`config.mk`:
```
export PLATFORM = sky130hd
export DESIGN_NAME = inst_loader
export DESIGN_NICKNAME = d
export VERILOG_FILES = /design/src/rtl/loader_pkg.sv /design/src/rtl/inst_loader.sv
export SDC_FILE = /design/constraint.sdc
export NUM_CORES = 1
export LEC_CHECK = 0
export CAP_MARGIN = 20
export CORE_ASPECT_RATIO = 0.8
export CORE_MARGIN = 4
export CORE_UTILIZATION = 52
export CTS_CLUSTER_DIAMETER = 150
export CTS_CLUSTER_SIZE = 16
export DETAILED_ROUTE_END_ITERATION = 8
export PLACE_DENSITY = 0.84
export SLEW_MARGIN = 20
export SYNTH_ARGS = -nofsm -noshare
export SYNTH_HDL_FRONTEND = slang
export SYNTH_SLANG_ARGS = --single-unit
```
`constraint.sdc`:
```
create_clock -name Clk -period 4.8 [get_ports Clk]
set_input_delay 0.96 -clock Clk [delete_from_list [all_inputs] [get_ports Clk]]
set_output_delay 0.96 -clock Clk [all_outputs]
set_load 0.005 [all_outputs]
```
`src/rtl/loader_pkg.sv`:
```
// loader_pkg: shared types and default sizes for the instruction loader.
//   loader_state_e : loader FSM states
//   LOADER_A       : default instruction address width
//   LOADER_W       : default instruction word width
package loader_pkg;

  localparam int unsigned LOADER_A = 12;
  localparam int unsigned LOADER_W = 9;

  typedef enum logic [2:0] {
    IDLE   = 3'd0,
    HDR_LO = 3'd1,
    HDR_HI = 3'd2,
    DATA   = 3'd3,
    CHECK  = 3'd4,
    DONE   = 3'd5
  } loader_state_e;

endpackage

```
`src/rtl/inst_loader.sv`:
```
// inst_loader: streams instruction words into the instruction memory write
// port while holding the CPU in reset, then verifies a trailing XOR checksum.
// Stream format: header low word, header high word, Count payload words,
// checksum word (XOR of payload words only).
//
// Ports:
//   Clk        in   clock, rising edge
//   Reset      in   asynchronous active-high reset
//   Start      in   begin a load (honoured in IDLE or DONE only)
//   DataIn     in   [W] stream word
//   DataValid  in   DataIn valid
//   DataReady  out  word accepted this cycle when DataValid is high
//   WrEn       out  instruction memory write strobe (one cycle per word)
//   WrAddr     out  [A] instruction memory write address
//   WrData     out  [W] instruction memory write data
//   CpuHold    out  CPU held in reset while a load is in progress
//   Done       out  load finished (sticky until next accepted Start)
//   Error      out  checksum mismatch (meaningful while Done=1)
module inst_loader
  import loader_pkg::*;
#(
  parameter int unsigned A = LOADER_A,
  parameter int unsigned W = LOADER_W
) (
  input  logic         Clk,
  input  logic         Reset,
  input  logic         Start,
  input  logic [W-1:0] DataIn,
  input  logic         DataValid,
  output logic         DataReady,
  output logic         WrEn,
  output logic [A-1:0] WrAddr,
  output logic [W-1:0] WrData,
  output logic         CpuHold,
  output logic         Done,
  output logic         Error
);

  // Counter and length carry one extra bit so a full-depth count is representable.
  localparam int unsigned CW = A + 1;

  loader_state_e state_q, state_d;
  logic [CW-1:0] cnt_q, cnt_d;
  logic [CW-1:0] len_q, len_d;
  logic [W-1:0]  acc_q, acc_d;
  logic          wr_en_q, wr_en_d;
  logic [A-1:0]  wr_addr_q, wr_addr_d;
  logic [W-1:0]  wr_data_q, wr_data_d;
  logic          err_q, err_d;
  logic          ready;
  logic          beat;

  always_ff @(posedge Clk or posedge Reset) begin
    if (Reset) begin
      state_q   <= IDLE;
      cnt_q     <= '0;
      len_q     <= '0;
      acc_q     <= '0;
      wr_en_q   <= 1'b0;
      wr_addr_q <= '0;
      wr_data_q <= '0;
      err_q     <= 1'b0;
    end else begin
      state_q   <= state_d;
      cnt_q     <= cnt_d;
      len_q     <= len_d;
      acc_q     <= acc_d;
      wr_en_q   <= wr_en_d;
      wr_addr_q <= wr_addr_d;
      wr_data_q <= wr_data_d;
      err_q     <= err_d;
    end
  end

  always_comb begin
    state_d   = state_q;
    cnt_d     = cnt_q;
    len_d     = len_q;
    acc_d     = acc_q;
    wr_en_d   = 1'b0;
    wr_addr_d = wr_addr_q;
    wr_data_d = wr_data_q;
    err_d     = err_q;

    ready = (state_q == HDR_LO) || (state_q == HDR_HI) ||
            (state_q == DATA)   || (state_q == CHECK);
    beat  = ready && DataValid;

    unique case (state_q)
      IDLE, DONE: begin
        if (Start) begin
          state_d = HDR_LO;
          cnt_d   = '0;
          acc_d   = '0;
          err_d   = 1'b0;
        end
      end
      HDR_LO: begin
        if (beat) begin
          len_d[W-1:0] = DataIn;
          state_d      = HDR_HI;
        end
      end
      HDR_HI: begin
        if (beat) begin
          len_d[A-1:W] = DataIn[A-W-1:0];
          // Zero-length decision uses the freshly assembled length.
          state_d = (len_d == '0) ? CHECK : DATA;
        end
      end
      DATA: begin
        if (beat) begin
          wr_en_d   = 1'b1;
          wr_addr_d = cnt_q[A-1:0];
          wr_data_d = DataIn;
          acc_d     = acc_q ^ DataIn;
          cnt_d     = cnt_q + CW'(1);
          if (cnt_q == len_q - CW'(1)) begin
            state_d = CHECK;
          end
        end
      end
      CHECK: begin
        if (beat) begin
          err_d   = (DataIn != acc_q);
          state_d = DONE;
        end
      end
      default: state_d = IDLE;
    endcase
  end

  assign DataReady = ready;
  assign WrEn      = wr_en_q;
  assign WrAddr    = wr_addr_q;
  assign WrData    = wr_data_q;
  // Decoded from state so an asynchronous Reset drops the hold immediately.
  assign CpuHold   = (state_q != IDLE) && (state_q != DONE);
  assign Done      = (state_q == DONE);
  assign Error     = err_q;

endmodule

```
==> parameters.txt <==
Parameter                              Value

Cells and area
  Final cell utilization of the core    0.636
  Layout fillers    482
  Layout Area Growth over Synthesis    19.1%
  Fraction of layout instances using a drive strength above 1    0.0928
  Antenna Diode Count    0
  Non-filler instance count after layout    469
  Nets    399

Route
  Via density    5.56
  DRC violation count after routing    0
  Sum of routed wire length over all layers    7.37 mm
  Via count    2608
  Violation count after the first detailed-routing iteration    195
  First-pass iteration count of the detailed router    4
  Final routed wire length divided by cell count    15.7 microns
  Post-route antenna net violation count    0

Synth
  Async set-reset flop share out of synthesis    1.00
  Total of flip-flops plus latches after synthesis    60
  Distinct cells, synth    49
  Commonest cells in the synthesized netlist    76 x nand2_1, 60 x dfrtp_1, 39 x nor2_1
  Most common cell in the netlist    nand2_1
  Commonest register cell after synthesis    dfrtp_1
  Number of enable-type register cells in the synthesized netlist    0
  Post-synthesis net count    365
  Cell type with the highest aggregate area in the netlist    dfrtp_1
  Leading post-synthesis cells by cell area    dfrtp_1 48%, nand2_1 9.0%, xnor2_1 5.5%
  Share of Yosys cell area claimed by the top area cell type    0.475
  Mapped Area    3160 sq um
  Gate Count Post-Synth    349
  Syn Area/Cell    9.05 sq um
  Synth Warn #    0
  Sequential-to-total area share from yosys stat    0.475

Worst setup path
  Type of element launching the critical path    flop
  Cell at the slowest stage of the critical path    dfrtp_1
  CP cell instances    inv_1, nor2_1, or3_1, clkdlybuf4s50_1
  Type of the setup path with the least slack    flop to primary output
  Worst path max stage delay    0.53 ns
  Crit path max fanout    11
  CP arrival    2.15 ns
  Category of the worst setup path capture point    primary output
  CP required    3.84 ns

Timing
  Worst-case clock skew    0.00840 ns
  Setup_tns    0 ns
  Final setup fails    0
  Crit path time final    3.11 ns
  Final Slew Violations    0
  Period utilization    0.647
  Maximum clock rate    322 MHz
  Unrepaired setup endpoints after global routing    no
  Worst max-slew margin expressed relative to the limit    0.473
  Actual slew at the worst max-slew pin    0.789 ns
  Hold violation count in the final report    0

Floorplan
  Initial core utilization    0.534
  Core area    5910 sq um
  Height of the die    77.7 microns
  Die outline width    95.1 microns
  Num ports    39
  Die area    7390 sq um
  Rows    25

Clock network
  Longest Clk Path Bufs    2
  Post-cts repair resize count    0
  Number of setup buffers added after CTS    0
  Hold buffers post-CTS    0
  Clock net sink count    60
  Library cell used as clock root buffer    clkbuf_8
  # H-tree levels    3
  Clock Pin Slew Worst Setup and Hold Paths    0.07 ns
  Total clock buffers created by CTS    9
  Clock latency on the worst-skew pair    0.35 ns
  TritonCTS clock tree    yes

Place
  HPWL after detailed placement    5.37 mm
  Gp weighted congestion    0.878
  Number of port buffers    38
  Number of instances in the placed design    453

Power
  Largest vdd supply drop    0.277 mV
  Pwr Density    553 nW/um^2
  P_leak    1.65 nW

Min path
  Hold Crit Class    flop to flop

GRT
  Antenna violations before repair    0
  Total routing usage reported by global routing    0.222
  Global-route wire length before repair    12.6 mm
  Via count of the first global-routing pass    2671
  Maximum number of pins on one net before global-route repair    37
  Total grt overflow    0

Flow run
  Max-Cap Viols    0

Outcome
  Result of the run    completed
-- registers in the layout, indices dropped and copies added (netlist names) --
signal,cells
cnt_q,13
acc_q,9
state_q,3
Error,1
len_q,12
WrEn,1
WrAddr,12
WrData,9
-- worst paths after layout --
kind / startpoint / slack (ns) / cells past startpoint / endpoint
setup reg to reg: len_q[0] / 2.09 / 8 / state_q[0]
min in group asynchronous: Reset / 0.96 / 2 / WrEn
hold reg to reg: WrAddr[4] / 0.48 / 2 / WrAddr[4]
hold / removal: WrAddr[4] / 0.48 / 2 / WrAddr[4]
setup / recovery: state_q[0] / 1.69 / 4 / CpuHold
max in group asynchronous: Reset / 2.98 / 3 / WrData[8]
-- critical path: cells and delay by family (launching register included) --
kind / cells / cell delay (ns)
flops: 1 / 0.53
simple gates: 2 / 0.58
buf+inv: 2 / 0.69
-- cell usage in the layout, fill, tap and decap left out, types with 3 or more instances in the layout --
| cell | synthesis | layout |
|---|---|---|
| a21oi_1 | 3 | 3 |
| dfrtp_1 | 60 | 60 |
| mux2_2 | 11 | 11 |
| nand2b_1 | 4 | 4 |
| o21ai_0 | 18 | 18 |
| xor2_1 | 15 | 15 |
| xnor2_1 | 20 | 20 |
| nand2_1 | 76 | 76 |
| clkdlybuf4s50_1 | 0 | 38 |
| o21ai_1 | 10 | 10 |
| nand4_1 | 6 | 6 |
| inv_1 | 7 | 6 |
| clkbuf_8 | 0 | 10 |
| or4_1 | 3 | 3 |
| nor4_1 | 4 | 4 |
| nor2_1 | 39 | 38 |
| nand3_1 | 7 | 7 |
| and3_1 | 3 | 3 |
| nor3_1 | 10 | 8 |
| ha_1 | 3 | 3 |
-- cell type report --
class / instances / area, sq um / area share
clock buffer: 10 / 138 / 0.0366
clock inverter: 6 / 63.8 / 0.0170
multi-input combinational: 264 / 1530 / 0.407
tap: 81 / 101 / 0.0270
inverter: 8 / 30.0 / 0.00799
timing repair buffer: 40 / 395 / 0.105
sequential: 60 / 1500 / 0.399
-- power breakdown --
| group | internal (mW) | total, mW | switching (mW) | leakage, nW |
|---|---|---|---|---|
| Combinational | 0.362 | 0.732 | 0.370 | 0.791 |
| Clock | 0.252 | 0.460 | 0.207 | 0.0983 |
| Sequential | 0.676 | 0.886 | 0.210 | 0.760 |
-- kinds of logic after synthesis --
| group | Yosys count | share of synthesized area |
|---|---|---|
| and+or+nand+nor | 164 | 0.233 |
| DFF | 60 | 0.475 |
| AOI/OAI and AO/OA | 51 | 0.0998 |
| xor gates and xnor gates | 35 | 0.0971 |
| buffers and inverters | 25 | 0.0440 |
| muxes | 11 | 0.0392 |
| adders and majority gates | 3 | 0.0119 |
-- per-layer routing --
| metal | up-vias | wire (microns) | global-route usage |
|---|---|---|---|
| met1 | 1240 | 3370 | 0.296 |
| met4 | 0 | 191 | 0.0994 |
| li1 | 1249 | - | - |
| met5 | - | 0 | 0 |
| met3 | 22 | 477 | 0.0669 |
| met2 | 97 | 3330 | 0.333 |
-- stage by stage --
stage,hold WS (ns),power (mW),setup WS (ns),instance area [sq um]
floorplan,0.457,1.37,2.36,3160
global placement,0.461,1.57,1.67,3550
detailed placement,0.463,1.62,1.58,3550
CTS,0.483,2.08,1.73,3750
global route,0.496,2.23,1.59,3760
finish,0.477,2.08,1.69,3760
Note: power is estimated with default switching activity, not from simulation.
==> patch 1, RTL diff (config.mk and constraints unchanged) <==
Take the reset off `wr_addr_q` and `wr_data_q` and load them in a clocked block of their own.
--- a/src/rtl/inst_loader.sv
+++ b/src/rtl/inst_loader.sv
@@ -58,6 +58,4 @@
       acc_q     <= '0;
       wr_en_q   <= 1'b0;
-      wr_addr_q <= '0;
-      wr_data_q <= '0;
       err_q     <= 1'b0;
     end else begin
@@ -67,8 +65,11 @@
       acc_q     <= acc_d;
       wr_en_q   <= wr_en_d;
-      wr_addr_q <= wr_addr_d;
-      wr_data_q <= wr_data_d;
       err_q     <= err_d;
     end
+  end
+
+  always_ff @(posedge Clk) begin
+    wr_addr_q <= wr_addr_d;
+    wr_data_q <= wr_data_d;
   end
 
Function: differs if Reset is asserted again (counterexample within 10 cycles, from zero or initial values and one cycle with Reset high); with Reset held inactive, the same outputs for 10 cycles.
==> patch 1 against the original RTL <==
Synthesized area fell by 4.6%; register-to-register slack worse by 0.17 ns; clock power down 6.1%; wire length shrank 9.9%; sequential cell count stayed put; final cell count fell by 12%; design area down 2.9%; total power up 0.85%; setup slack got worse by 0.072 ns; global-route usage fell by 1.9 points.
==> patch 1: results (changes against the original RTL) <==
| Stage | Item | Value | Delta |
|:---|:---|:---|:---|
| final layout | Number of fill cells in the layout | 433 | -10% |
| route | Length of routed wiring on met1 | 2.97 mm | -12% |
| global routing | Wire length of the first global-routing pass | 11.2 mm | -11% |
| synthesis | Top cells by count, synth | sky130_fd_sc_hd__dfrtp_1 (39), sky130_fd_sc_hd__nand2_1 (32), sky130_fd_sc_hd__o21ai_0 (31) |  |
| route | First DRT Iteration DRCs | 218 | +12% |
| worst setup path | Worst-path cell with the longest stage delay | sky130_fd_sc_hd__clkdlybuf4s50_1 |  |
| sta | Slew HR | 0.329 | -0.143 |
| final layout | Proportion of layout cells with a drive suffix above 1 | 0.0928 | about the same |
| synthesis | Area share of fa/ha/maj cells after synthesis | 0.0125 | +0.000573 |
| route | Routed Wire Length | 6.64 mm | -9.9% |
| synthesis | Distinct cell type count after synthesis | 46 | -6.1% |
| synthesis | Mux contribution to synthesized area | 0.0473 | +0.00812 |
| worst setup path | Critical Path Fanout Max | 15 | +4 |
| synthesis | EDFF count, synth | 21 | +21 |
| run status | Run status | finished clean |  |
| power and ir drop | Maximum ir drop on the vdd rail | 278 µV | +0.34% |
| route | Met2 wire length | 3.10 mm | -7.0% |
| route | DR vias/cell | 5.75 | +3.3% |
| placement | Routability congestion estimate | 0.889 | +1.2% |
| route | Met3 WL | 420 µm | -12% |
| synthesis | Share of the synthesized netlist area taken by xor and xnor gates | 0.0901 | -0.00695 |
| placement | DPL Wire Length | 4.66 mm | -13% |
| placement | Post-Place Cells | 396 | -13% |
| power and ir drop | Clock share of power | 0.206 | -0.015 |
| global routing | Via count of the first global-routing pass | 2,269 | -15% |
| global routing | GRT met2 Usage | 0.307 | -0.0264 |
| power and ir drop | Total leakage power | 1.45 nW | -12% |
| placement | Post-placement cell area | 0.00347 mm² | -2.4% |
| power and ir drop | Switching component of the power | 0.774 mW | -1.7% |
| global routing | Met3 layer usage reported by global route | 0.0602 | -0.00664 |
-- patch 1: kinds of logic after synthesis --
logic type / Yosys count
simple gates: 110
flops: 60
compound gates: 54
xor+xnor: 31
buf+inv: 17
mux: 13
fa+ha+maj: 3
-- patch 1: cell type report --
type | count | area, µm² | share of cell area
clock inverter | 6 | 56.3 | 0.0154
timing repair buffer | 40 | 395 | 0.108
inverter | 7 | 26.3 | 0.00720
multi-input combinational | 211 | 1340 | 0.367
clock buffer | 10 | 128 | 0.0350
sequential | 60 | 1610 | 0.440
tap | 78 | 97.6 | 0.0267
-- patch 1: final timing paths --
kind | startpoint | end | slack, ns | depth (start not counted)
worst max-delay path | DataValid | cnt_q[9] | 1.62 | 6
worst min-delay path | acc_q[5] | acc_q[5] | 0.51 | 1
worst max register to register | len_q[1] | state_q[0] | 1.92 | 8
worst min register to register | acc_q[5] | acc_q[5] | 0.51 | 1
max in group asynchronous | Reset | cnt_q[4] | 2.96 | 3
min in group asynchronous | Reset | acc_q[1] | 1.10 | 2
==> patch 2, RTL diff (same flow settings) <==
Made on the original files. The package constant `LOADER_W` goes from 9 to 11.
--- a/src/rtl/loader_pkg.sv
+++ b/src/rtl/loader_pkg.sv
@@ -6,5 +6,5 @@
 
   localparam int unsigned LOADER_A = 12;
-  localparam int unsigned LOADER_W = 9;
+  localparam int unsigned LOADER_W = 11;
 
   typedef enum logic [2:0] {
Ports: changed (resized DataIn and WrData); port bits go from 39 to 43. No check against the original RTL was run, so the function may have changed too.
==> patch 2 against the original RTL <==
Wire length about the same; setup slack better by 0.15 ns; register-to-register slack got worse by 0.25 ns; worst hold slack got worse by 0.0041 ns; sequential cell count increased by 4; total power is 19% higher; synthesized area grew 6.0%; design area increased by 7.4%; critical endpoint is now state_q[1]; largest power group unchanged.
==> patch 2: results (changes against the original RTL) <==
| Stage | Item | Value | Delta |
|:---|:---|:---|:---|
| placement | Input/output buffers | 42 | +11% |
| route | Overall via count from detail_route | 2,782 | +6.7% |
| sta | Final hold slack | 0.473 ns | -0.00412 ns |
| placement | Post-Place Worst Slack | 1.62 ns | +0.0334 ns |
| worst setup path | Critical Path Fanout Max | 8 | -3 |
| synthesis | Area contributors post-synth | sky130_fd_sc_hd__dfrtp_1 (48%), sky130_fd_sc_hd__nand2_1 (8.3%), sky130_fd_sc_hd__xnor2_1 (6.5%) |  |
| route | First DRT Iteration DRCs | 199 | +2.1% |
| power and ir drop | Flop pwr share | 0.401 | -0.025 |
| synthesis | Number of nets in the synthesized netlist | 384 | +5.2% |
| final layout | Nets | 419 | +5.0% |
| synthesis | Area share of fa/ha/maj cells after synthesis | 0.0112 | -0.000671 |
| worst setup path | Worst-path cell with the longest stage delay | sky130_fd_sc_hd__or3b_2 |  |
| placement | Post-Place Cells | 471 | +4.0% |
| global routing | GRT met2 Usage | 0.341 | +0.00798 |
| sta | Worst setup skew after layout | 0.00638 ns | -0.00203 ns |
| synthesis | Syn avg cell area | 9.14 µm² | +1.1% |
| route | Met2 wire length | 3.54 mm | +6.2% |
| sta | Actual transition at the worst max-transition pin | 0.805 ns | +0.0163 ns |
| route | Met3 WL | 441 µm | -7.5% |
| min path | Startpoint of the tightest hold check path | WrAddr[8] |  |
| power and ir drop | Maximum ir drop on the vdd rail | 280 µV | +1.1% |
| synthesis | Share of the synthesized area in compound gates (AO/OA/AOI/OAI) | 0.134 | +0.0344 |
| power and ir drop | Total leakage power | 1.75 nW | +6.3% |
| final layout | Proportion of layout cells with a drive suffix above 1 | 0.0985 | +0.00574 |
| run status | Run status | finished clean |  |
| final layout | Area growth syn-to-layout | 20.6% |  |
| route | WL/cell | 15.1 µm | -3.7% |
| power and ir drop | Total power draw | 2.47 mW | +19% |
| synthesis | Mux contribution to synthesized area | 0.0370 | -0.00221 |
| synthesis | Sequential area share after synthesis | 0.479 | +0.00307 |
| synthesis | Top cells by count, synth | sky130_fd_sc_hd__nand2_1 (74), sky130_fd_sc_hd__dfrtp_1 (64), sky130_fd_sc_hd__o21ai_0 (39) |  |
| global routing | Largest net degree at the start of global routing | 40 | +8.1% |
| placement | Post-placement cell area | 0.00380 mm² | +6.9% |
| worst setup path | Setup slack, reg-to-reg | 1.84 ns | -0.25 ns |
| global routing | Met1 Resource Use GR | 0.280 | -0.0163 |
| global routing | Met3 layer usage reported by global route | 0.0664 | -0.000485 |
| worst setup path | Dominant delay contributor by cell family on the critical path | simple AND/OR/NAND/NOR gates |  |
| min path | Worst Hold End | WrAddr[8] |  |
| route | Length of routed wiring on met1 | 3.34 mm | -0.86% |
| worst setup path | Critical Path AT | 3.16 ns | +1.01 ns |
-- patch 2: changes by cell type after synthesis, moves of 3 or more --
cell	before	now
sky130_fd_sc_hd__or4_1	3	0
sky130_fd_sc_hd__o21ai_1	10	0
sky130_fd_sc_hd__xor2_1	15	10
sky130_fd_sc_hd__dfrtp_1	60	64
sky130_fd_sc_hd__xnor2_1	20	25
sky130_fd_sc_hd__o21ai_0	18	39
sky130_fd_sc_hd__nor2_1	39	28
sky130_fd_sc_hd__a21oi_1	3	9
sky130_fd_sc_hd__and2_1	0	3
sky130_fd_sc_hd__nand3_1	7	4
-- patch 2: layout make-up --
| class | instances | share of cell area |
|---|---|---|
| repair buffers | 44 | 0.108 |
| multi-input cells | 273 | 0.402 |
| inverters | 9 | 0.00837 |
| well taps | 81 | 0.0251 |
| clock inverters | 4 | 0.0186 |
| clock buffers | 12 | 0.0409 |
| flip-flops and latches | 64 | 0.397 |
